### config.mk
export PLATFORM = sky130hd
export DESIGN_NAME = pcs_deskew_ctrl
export DESIGN_NICKNAME = d
export VERILOG_FILES = /design/src/rtl/pcs_deskew_ctrl_pkg.sv /design/src/rtl/pcs_deskew_lane_capture.sv /design/src/rtl/pcs_deskew_ctrl.sv
export SDC_FILE = /design/constraint.sdc
export NUM_CORES = 1
export LEC_CHECK = 0
export ABC_AREA = 1
export CAP_MARGIN = 20
export CORE_MARGIN = 8
export CORE_UTILIZATION = 57
export CTS_CLUSTER_SIZE = 10
export DETAILED_ROUTE_END_ITERATION = 12
export GPL_TIMING_DRIVEN = 0
export PLACE_DENSITY = 0.86
export SETUP_SLACK_MARGIN = 0.2
export SLEW_MARGIN = 20
export SYNTH_ARGS = -nofsm -noshare
export SYNTH_HDL_FRONTEND = slang
export SYNTH_SLANG_ARGS = --single-unit
### constraint.sdc
create_clock -name clk -period 6.4 [get_ports clk]
set_clock_uncertainty 0.05 [all_clocks]
set_input_delay 1.28 -clock clk [delete_from_list [all_inputs] [get_ports clk]]
set_output_delay 1.28 -clock clk [all_outputs]
set_load 0.005 [all_outputs]
### src/rtl/pcs_deskew_ctrl_pkg.sv
// Shared XAUI receive-PCS definitions for the lane deskew controller:
// controller state encodings, the ||A|| code-group and the default skew budget.
package pcs_deskew_ctrl_pkg;

    typedef enum logic [2:0] {
        ST_IDLE    = 3'd0,
        ST_SEARCH  = 3'd1,
        ST_COLLECT = 3'd2,
        ST_COMMIT  = 3'd3,
        ST_LOCKED  = 3'd4
    } deskew_state_t;

    // K28.3, the ||A|| alignment character
    localparam logic [7:0] K28_3 = 8'h7C;

    localparam int MAX_SKEW_DEF = 7;

endpackage

### src/rtl/pcs_deskew_lane_capture.sv
// Per-lane ||A|| arrival capture: byte-resolution timestamp, seen flag and
// a flag for a first arrival that lands beyond the skew window.
module pcs_deskew_lane_capture
    import pcs_deskew_ctrl_pkg::*;
#(
    parameter int DW = 4,
    parameter int CW = 3
) (
    input  logic          clk,
    input  logic          reset,
    input  logic          i_lo,
    input  logic          i_hi,
    input  logic          i_capture,
    input  logic          i_clear,
    input  logic [CW-1:0] i_cnt,
    input  logic [DW:0]   i_limit,
    output logic          o_seen,
    output logic          o_new_hit,
    output logic          o_over,
    output logic [DW-1:0] o_arrival
);

    logic          r_seen;
    logic [DW-1:0] r_arrival;
    logic          w_off;
    logic [DW-1:0] w_arrival;

    // lo byte wins when both bytes of the cycle carry A; arrival = 2*cnt + offset
    assign w_off     = ~i_lo;
    assign w_arrival = DW'({i_cnt, w_off});

    assign o_new_hit = i_capture & (i_lo | i_hi) & ~r_seen;
    assign o_over    = o_new_hit & ({1'b0, w_arrival} > i_limit);
    assign o_seen    = r_seen;
    assign o_arrival = r_arrival;

    always_ff @(posedge clk) begin
        if (reset) begin
            r_seen    <= 1'b0;
            r_arrival <= '0;
        end else if (i_clear) begin
            r_seen    <= 1'b0;
        end else if (o_new_hit) begin
            r_seen    <= 1'b1;
            r_arrival <= w_arrival;
        end
    end

endmodule

### src/rtl/pcs_deskew_ctrl.sv
// XAUI receive lane deskew controller: timestamps ||A|| on each of the four
// lanes, derives per-lane byte delays that align them, and holds them once locked.
module pcs_deskew_ctrl
    import pcs_deskew_ctrl_pkg::*;
#(
    parameter int MAX_SKEW = MAX_SKEW_DEF,
    parameter int DW       = 4,
    parameter int CW       = 3
) (
    input  logic            clk,
    input  logic            reset,
    input  logic            enable_deskew,
    input  logic [3:0]      a_det_lo,
    input  logic [3:0]      a_det_hi,
    output logic [4*DW-1:0] lane_delay,
    output logic            delay_valid,
    output logic            deskew_busy,
    output logic            skew_fault,
    output logic [7:0]      fault_cnt
);

    deskew_state_t   r_state;
    logic [CW-1:0]   r_cnt;
    logic            r_a_first;
    logic            r_en_d;
    logic [4*DW-1:0] r_lane_delay;
    logic            r_delay_valid;
    logic            r_skew_fault;
    logic [7:0]      r_fault_cnt;

    logic [3:0]      w_seen;
    logic [3:0]      w_new_hit;
    logic [3:0]      w_over;
    logic [DW-1:0]   w_arr [4];
    logic [3:0]      w_seen_next;
    logic [DW:0]     w_limit;
    logic            w_active;
    logic            w_capture;
    logic            w_expire;
    logic            w_fault;
    logic            w_clear;
    logic [DW-1:0]   w_max;
    logic [4*DW-1:0] w_delay;

    assign w_active    = (r_state == ST_SEARCH) || (r_state == ST_COLLECT);
    assign w_capture   = w_active && enable_deskew;
    assign w_seen_next = w_seen | w_new_hit;
    assign w_limit     = (DW+1)'(r_a_first) + (DW+1)'(MAX_SKEW);

    // window has closed once the earliest byte this cycle lies past a_first+MAX_SKEW
    assign w_expire = ((DW+1)'({r_cnt, 1'b0}) > w_limit) && (w_seen_next != 4'hF);
    assign w_fault  = (r_state == ST_COLLECT) && enable_deskew && ((|w_over) || w_expire);
    assign w_clear  = !w_active || w_fault;

    for (genvar g = 0; g < 4; g++) begin : g_lane
        pcs_deskew_lane_capture #(
            .DW (DW),
            .CW (CW)
        ) u_cap (
            .clk       (clk),
            .reset     (reset),
            .i_lo      (a_det_lo[g]),
            .i_hi      (a_det_hi[g]),
            .i_capture (w_capture),
            .i_clear   (w_clear),
            .i_cnt     (r_cnt),
            .i_limit   (w_limit),
            .o_seen    (w_seen[g]),
            .o_new_hit (w_new_hit[g]),
            .o_over    (w_over[g]),
            .o_arrival (w_arr[g])
        );
    end

    always_comb begin
        w_max   = '0;
        w_delay = '0;
        for (int i = 0; i < 4; i++)
            if (w_arr[i] > w_max) w_max = w_arr[i];
        for (int i = 0; i < 4; i++)
            w_delay[DW*i +: DW] = w_max - w_arr[i];
    end

    always_ff @(posedge clk) begin
        if (reset) begin
            r_state       <= ST_IDLE;
            r_cnt         <= '0;
            r_a_first     <= 1'b0;
            r_en_d        <= 1'b0;
            r_lane_delay  <= '0;
            r_delay_valid <= 1'b0;
            r_skew_fault  <= 1'b0;
            r_fault_cnt   <= '0;
        end else begin
            r_en_d       <= enable_deskew;
            r_skew_fault <= 1'b0;
            case (r_state)
                ST_IDLE: begin
                    if (enable_deskew) begin
                        r_state <= ST_SEARCH;
                        r_cnt   <= '0;
                    end
                end
                ST_SEARCH: begin
                    if (!enable_deskew) begin
                        r_state <= ST_IDLE;
                    end else if (|w_new_hit) begin
                        r_a_first <= ~(|a_det_lo);
                        if (w_seen_next == 4'hF) begin
                            r_state <= ST_COMMIT;
                        end else begin
                            r_state <= ST_COLLECT;
                            r_cnt   <= CW'(1);
                        end
                    end
                end
                ST_COLLECT: begin
                    if (!enable_deskew) begin
                        r_state <= ST_IDLE;
                    end else if (w_fault) begin
                        r_state      <= ST_SEARCH;
                        r_cnt        <= '0;
                        r_skew_fault <= 1'b1;
                        if (r_fault_cnt != 8'hFF) r_fault_cnt <= r_fault_cnt + 8'd1;
                    end else if (w_seen_next == 4'hF) begin
                        r_state <= ST_COMMIT;
                    end else begin
                        r_cnt <= r_cnt + CW'(1);
                    end
                end
                ST_COMMIT: begin
                    r_lane_delay  <= w_delay;
                    r_delay_valid <= 1'b1;
                    r_state       <= ST_LOCKED;
                end
                ST_LOCKED: begin
                    if (enable_deskew && !r_en_d) begin
                        r_state       <= ST_SEARCH;
                        r_cnt         <= '0;
                        r_delay_valid <= 1'b0;
                    end
                end
                default: r_state <= ST_IDLE;
            endcase
        end
    end

    assign deskew_busy = w_active || (r_state == ST_COMMIT);
    assign lane_delay  = r_lane_delay;
    assign delay_valid = r_delay_valid;
    assign skew_fault  = r_skew_fault;
    assign fault_cnt   = r_fault_cnt;

endmodule

==> results of run 1 <==
[final timing paths]
check | startpoint | end
setup / recovery | g_lane[0].u_cap.o_arrival[1] | lane_delay[3]
setup reg to reg | g_lane[0].u_cap.o_arrival[1] | lane_delay[3]
hold / removal | delay_valid | delay_valid
hold reg to reg | delay_valid | delay_valid
[critical path: cells and delay by family (launching register included)]
kind	cells	cell delay, ps
AOI/OAI and AO/OA	9	1800
adders and majority gates	4	1340
and+or+nand+nor	10	1060
DFF	1	370
buffers and inverters	4	350
xor gates and xnor gates	1	220
[power groups by stage]
stage	Combinational, W	Clock (W)	Sequential, W
finish	0.00110	0.000206	0.000367
global route	0.00125	0.000223	0.000369
CTS	0.00109	0.000208	0.000367
detailed placement	0.00108	0	0.000374
global placement	0.00103	0	0.000373
floorplan	0.000826	0	0.000370
[kinds of logic (layout without fill, tap and decap cells)]
group	after synthesis	after routing	share of synthesized area, %
AOI/OAI and AO/OA	85	85	12.4
xor gates and xnor gates	13	13	3.14
adders and majority gates	38	38	13.9
buffers and inverters	73	116	8.96
DFF	54	54	29.8
and+or+nand+nor	247	247	31.7
[flip-flops by register name (all words and copies together), names as in the netlist]
signal / cells
g_lane.u_cap.o_seen: 4
g_lane.u_cap.o_arrival: 16
fault_cnt: 8
lane_delay: 16
r_en_d: 1
r_cnt: 3
r_state: 3
delay_valid: 1
skew_fault: 1
r_a_first: 1
[layer usage]
layer	up-vias	global-route usage, %	routed length, um
met5	-	0	0
met4	0	7.17	211
met3	23	3.28	465
met2	105	36.3	4470
met1	1615	22.2	3610
li1	1734	-	-
[through the flow]
stage | setup slack [ps] | hold slack (ps) | power (W)
after global placement | 1390 | 404 | 0.00140
after CTS | 1210 | 426 | 0.00166
after detailed placement | 1230 | 411 | 0.00146
after floorplan | 1940 | 396 | 0.00120
final | 1100 | 425 | 0.00167
after global routing | 465 | 465 | 0.00184
[area by class of cell]
type / instances / area [um2] / share of cell area (%)
Inverter: 60 / 225 / 5.40
Clock buffer: 5 / 68.8 / 1.65
Sequential cell: 54 / 1080 / 25.9
Timing Repair Buffer: 35 / 350 / 8.39
Tap cell: 77 / 96.3 / 2.31
Clock inverter: 3 / 28.8 / 0.689
Buffer: 13 / 100 / 2.40
Multi-Input combinational cell: 383 / 2220 / 53.3
[cell usage in the layout, fill, tap and decap left out, drive strengths merged, types with 11 or more instances in the layout]
cell type	Yosys	routed
a21oi	41	41
clkbuf	7	12
clkdlybuf4s50	0	35
dfxtp	54	54
ha	34	34
inv	60	61
nand2	120	120
nand3	32	32
nor2	75	75
o21ai	36	36
xor2	11	11
==> metrics.txt, run 1 <==
clock root buffer clkbuf_8; CP Data Required Time 6590 ps; internal power about 0.00085 W; dpl cells 622; synth-to-layout area growth 15.0%; Initial DRC Count slightly above 200; Worst Setup End Kind flip-flop; DRT Wirelength a little under 9 mm; CP startpoint kind flip-flop; Crit Path Category reg2reg; CTS tree done; Slew Viols, Final 0; Clk pwr share 12.3%; DR DRC count 0; Nets roughly 600; Post-synth ARST share 0%; design area roughly 4200 um2; Post-DP HPWL about 6.9 mm; Clk pin slew, worst setup/hold paths between 100 and 150 ps; synth cell count leaders nand2_1, nor2_1, inv_1; final hold violations 0; Antenna Nets Post-Route 0; Worst R2R Path Depth 28; worst skew pair latency 310 ps; vias after detailed routing 3477; Max rail drop VDD 334 uV; WL per Instance around 14 um; syn avg cell area about 7.1 um2; first-pass GRT wire length between 10 and 15 mm; worst-path maximum fanout 8; P per Cell Area between 400 and 500 nW/um2; total track usage roughly a fifth; # hold bufs at CTS 0; area post-placement around 4100 um2; Hold Crit Class reg2reg; Crit-path slowest cell o21ai_0; Final Core Density 66.9%; largest net degree at the start of global routing 20; headroom to the max-slew limit a little under half; Arrival @ worst endpoint between 5000 and 6000 ps; Min Clock Period, post-route approximately 5300 ps; Yosys top cell by area dfxtp_1; height of the die roughly 96 um; Synth area leaders dfxtp_1, ha_1, nand2_1; first drt pass iteration count 5; Die Wd 95.8 um; number of buffers created by CTS 5; CTS resizes 0; unrepaired setup endpoints after global routing no; leakage slightly below 2 nW; Period Utilization, post-route a little over 80%; setup TNS 0 ps; Net Sw Power slightly above 0.0008 W; Layout fillers 524; non-filler cells, final 630; H-tree levels 2; Comb power frac between 60% and 70%; Mapped Nets 559; postcts setup bufs 0; crit-path max cell delay 520 ps; hold path cells 2; Seq cells post-synth 54; status finished clean; vias in the first global route 3380; crit-path most repeated cell nand2_1; Cells after Synth 510; sw frac between 40 and 50%; clock tree buffer depth 2; gr ovfl total 0; Synth top area share roughly 30%; Netlist cell types 35; post-synthesis cell area between 3000 and 4000 um2; sequential fraction of the synthesis area a little under 30%; Die ar. 9180 um2; PortBufs 35; max_cap viols 0; Finish-stage setup viols 0; share of cells above drive strength 1 around 8.5%; count of warnings emitted by yosys 0; CTS sink cnt 54; diode count 0; initial antenna violation count 0; Flop pwr share 21.9%; IO Count 38; Worst-Margin Slew about 810 ps; Max Fclk 189 MHz; FF-to-FF setup slack around 1100 ps; count leader, synth nand2_1; Initial Util about three fifths; area of the core between 6000 and 7000 um2; Rows 29; routability cong. between 0.8 and 0.9; Post-synth EDFFs 0; via/cell ratio ~5.5; prevailing post-synth register cell dfxtp_1
No activity file was read; power rests on OpenSTA's default activity.
==> run 2, diff against run 1 <==
clock period = 4.89 ns   (was 6.4 ns; I/O delays follow)
==> run 2 against run 1 <==
Core utilization increased by 2.4 points. Via count about the same. Die area unchanged. Combinational power increased by 50%. Global-route usage increased by 0.065 points. Total power increased by 43%. Largest cell class unchanged. Largest power group unchanged.
==> metrics.txt, run 2 (synthesis results as in run 1) <==
Slew Viols, Final 0; crit-path max cell delay between 300 and 400 ps; clock root buffer clkbuf_8; Antenna Nets Post-Route 0; Worst-Margin Slew roughly 740 ps; first drt pass iteration count 5; Hold Crit Class reg2reg; routability cong. between 0.8 and 0.9; status finished clean; height of the die between 90 and 100 um; FF-to-FF setup slack between 400 and 500 ps; largest net degree at the start of global routing 20; initial antenna violation count 0; gr ovfl total 0; Rows 29; first-pass GRT wire length about 15 mm; P per Cell Area approximately 560 nW/um2; Die ar. around 9200 um2; Die Wd roughly 96 um; area post-placement a little over 4000 um2; worst skew pair latency 310 ps; final hold violations 0; Max rail drop VDD roughly 520 uV; Initial DRC Count between 200 and 250; Max Fclk about 230 MHz; unrepaired setup endpoints after global routing no; Worst Setup End Kind flip-flop; DR DRC count 0; Finish-stage setup viols 0; most frequent cells in the layout nand2_1, nor2_1, inv_1; clock tree buffer depth 2; CP startpoint kind flip-flop; vias in the first global route ~3400; vias after detailed routing 3474; dpl cells around 620; CTS tree done; max_cap viols 0; Nets between 600 and 700; WL per Instance around 14 um; worst setup path startpoint g_lane[0].u_cap.o_arrival[3]; headroom to the max-slew limit 50.3%; PortBufs 35; share of cells above drive strength 1 around 13%; crit-path most repeated cell nand2_1; DRT Wirelength about 9.0 mm; diode count 0; Final Core Density 69.3%; Crit Path Category reg2reg; commonest non-fill, non-tap cell in the layout nand2_1; # hold bufs at CTS 0; number of buffers created by CTS 5; Crit-path slowest cell dfxtp_1; H-tree levels 2; IO Count 38; via/cell ratio about 5.5; Arrival @ worst endpoint approximately 4600 ps; area of the core 6240 um2; synth-to-layout area growth 19.1%; worst-path maximum fanout 8; leakage roughly 2.0 nW; Reg2Reg Launch Point g_lane[0].u_cap.o_arrival[3]; Post-DP HPWL 6.89 mm; Clk pin slew, worst setup/hold paths 110 ps; non-filler cells, final roughly 630; CP Data Required Time between 5000 and 6000 ps; design area ~4300 um2; Min Clock Period, post-route 4440 ps; Worst Setup EP lane_delay[3]; Worst R2R End lane_delay[3]; Worst R2R Path Depth 29; CTS sink cnt 54; Initial Util approximately three fifths; total track usage between 10% and 20%; Period Utilization, post-route 90.7%; Hold WS about 430 ps
[run 2: metal layers]
metal	share of wire [%]	track usage [%]	vias up
met5	0	0	-
met4	2.1	7.17	0
met3	5.2	3.28	21
met2	52	36.5	96
met1	40	22.3	1618
li1	-	-	1739
[run 2: worst min-delay path by stage]
| stage | from | to | slack, ps | cells after the start |
|---|---|---|---|---|
| floorplan | g_lane[2].u_cap.o_seen | g_lane[2].u_cap.o_seen | 400 | 2 |
| global placement | delay_valid | delay_valid | 400 | 2 |
| detailed placement | delay_valid | delay_valid | 410 | 2 |
| CTS | delay_valid | delay_valid | 430 | 2 |
| global route | delay_valid | delay_valid | 470 | 2 |
| finish | delay_valid | delay_valid | 430 | 2 |
[run 2: metrics by stage]
| stage | power, W | TNS (ps) | setup slack [ps] |
|---|---|---|---|
| 2_1_floorplan | 0.00157 | 0 | 433 |
| 3_3_place_gp | 0.00183 | -336 | -124 |
| 3_5_place_dp | 0.00191 | -1540 | -277 |
| 4_1_cts | 0.00224 | 0 | 205 |
| 5_1_grt | 0.00263 | 0 | 147 |
| 6_report | 0.00240 | 0 | 454 |
[run 2: critical path: cells and delay by family, from the launching register on]
kind	cells	cell delay [ps]
AOI/OAI and AO/OA	9	1270
xor gates and xnor gates	1	260
adders and majority gates	4	1140
buffers and inverters	4	280
DFF	1	320
and+or+nand+nor	11	1040
[run 2: final cells by class]
class,count,area (um2)
plain buffers,13,100
clock buffers,5,68.8
clock inverters,3,28.8
fillers,503,1920
inverters,60,225
multi-input cells,383,2360
flip-flops and latches,54,1080
well taps,77,96.3
repair buffers,36,358
[run 2: power breakdown]
| group | total (W) | internal, W | switching [W] | leakage (nW) |
|---|---|---|---|---|
| Combinational | 0.00165 | 0.000658 | 0.000995 | 1.50 |
| Sequential | 0.000482 | 0.000459 | 0.0000228 | 0.438 |
| Clock | 0.000266 | 0.000106 | 0.000160 | 0.0502 |
[run 2: repair_timing]
item / 4_1_cts / 5_1_grt
gates cloned: 0 / 0
endpoints found under the setup margin: 12 / 12
resized for setup: 12 / 28
pin swaps: 3 / 9
buffers inserted: 0 / 1
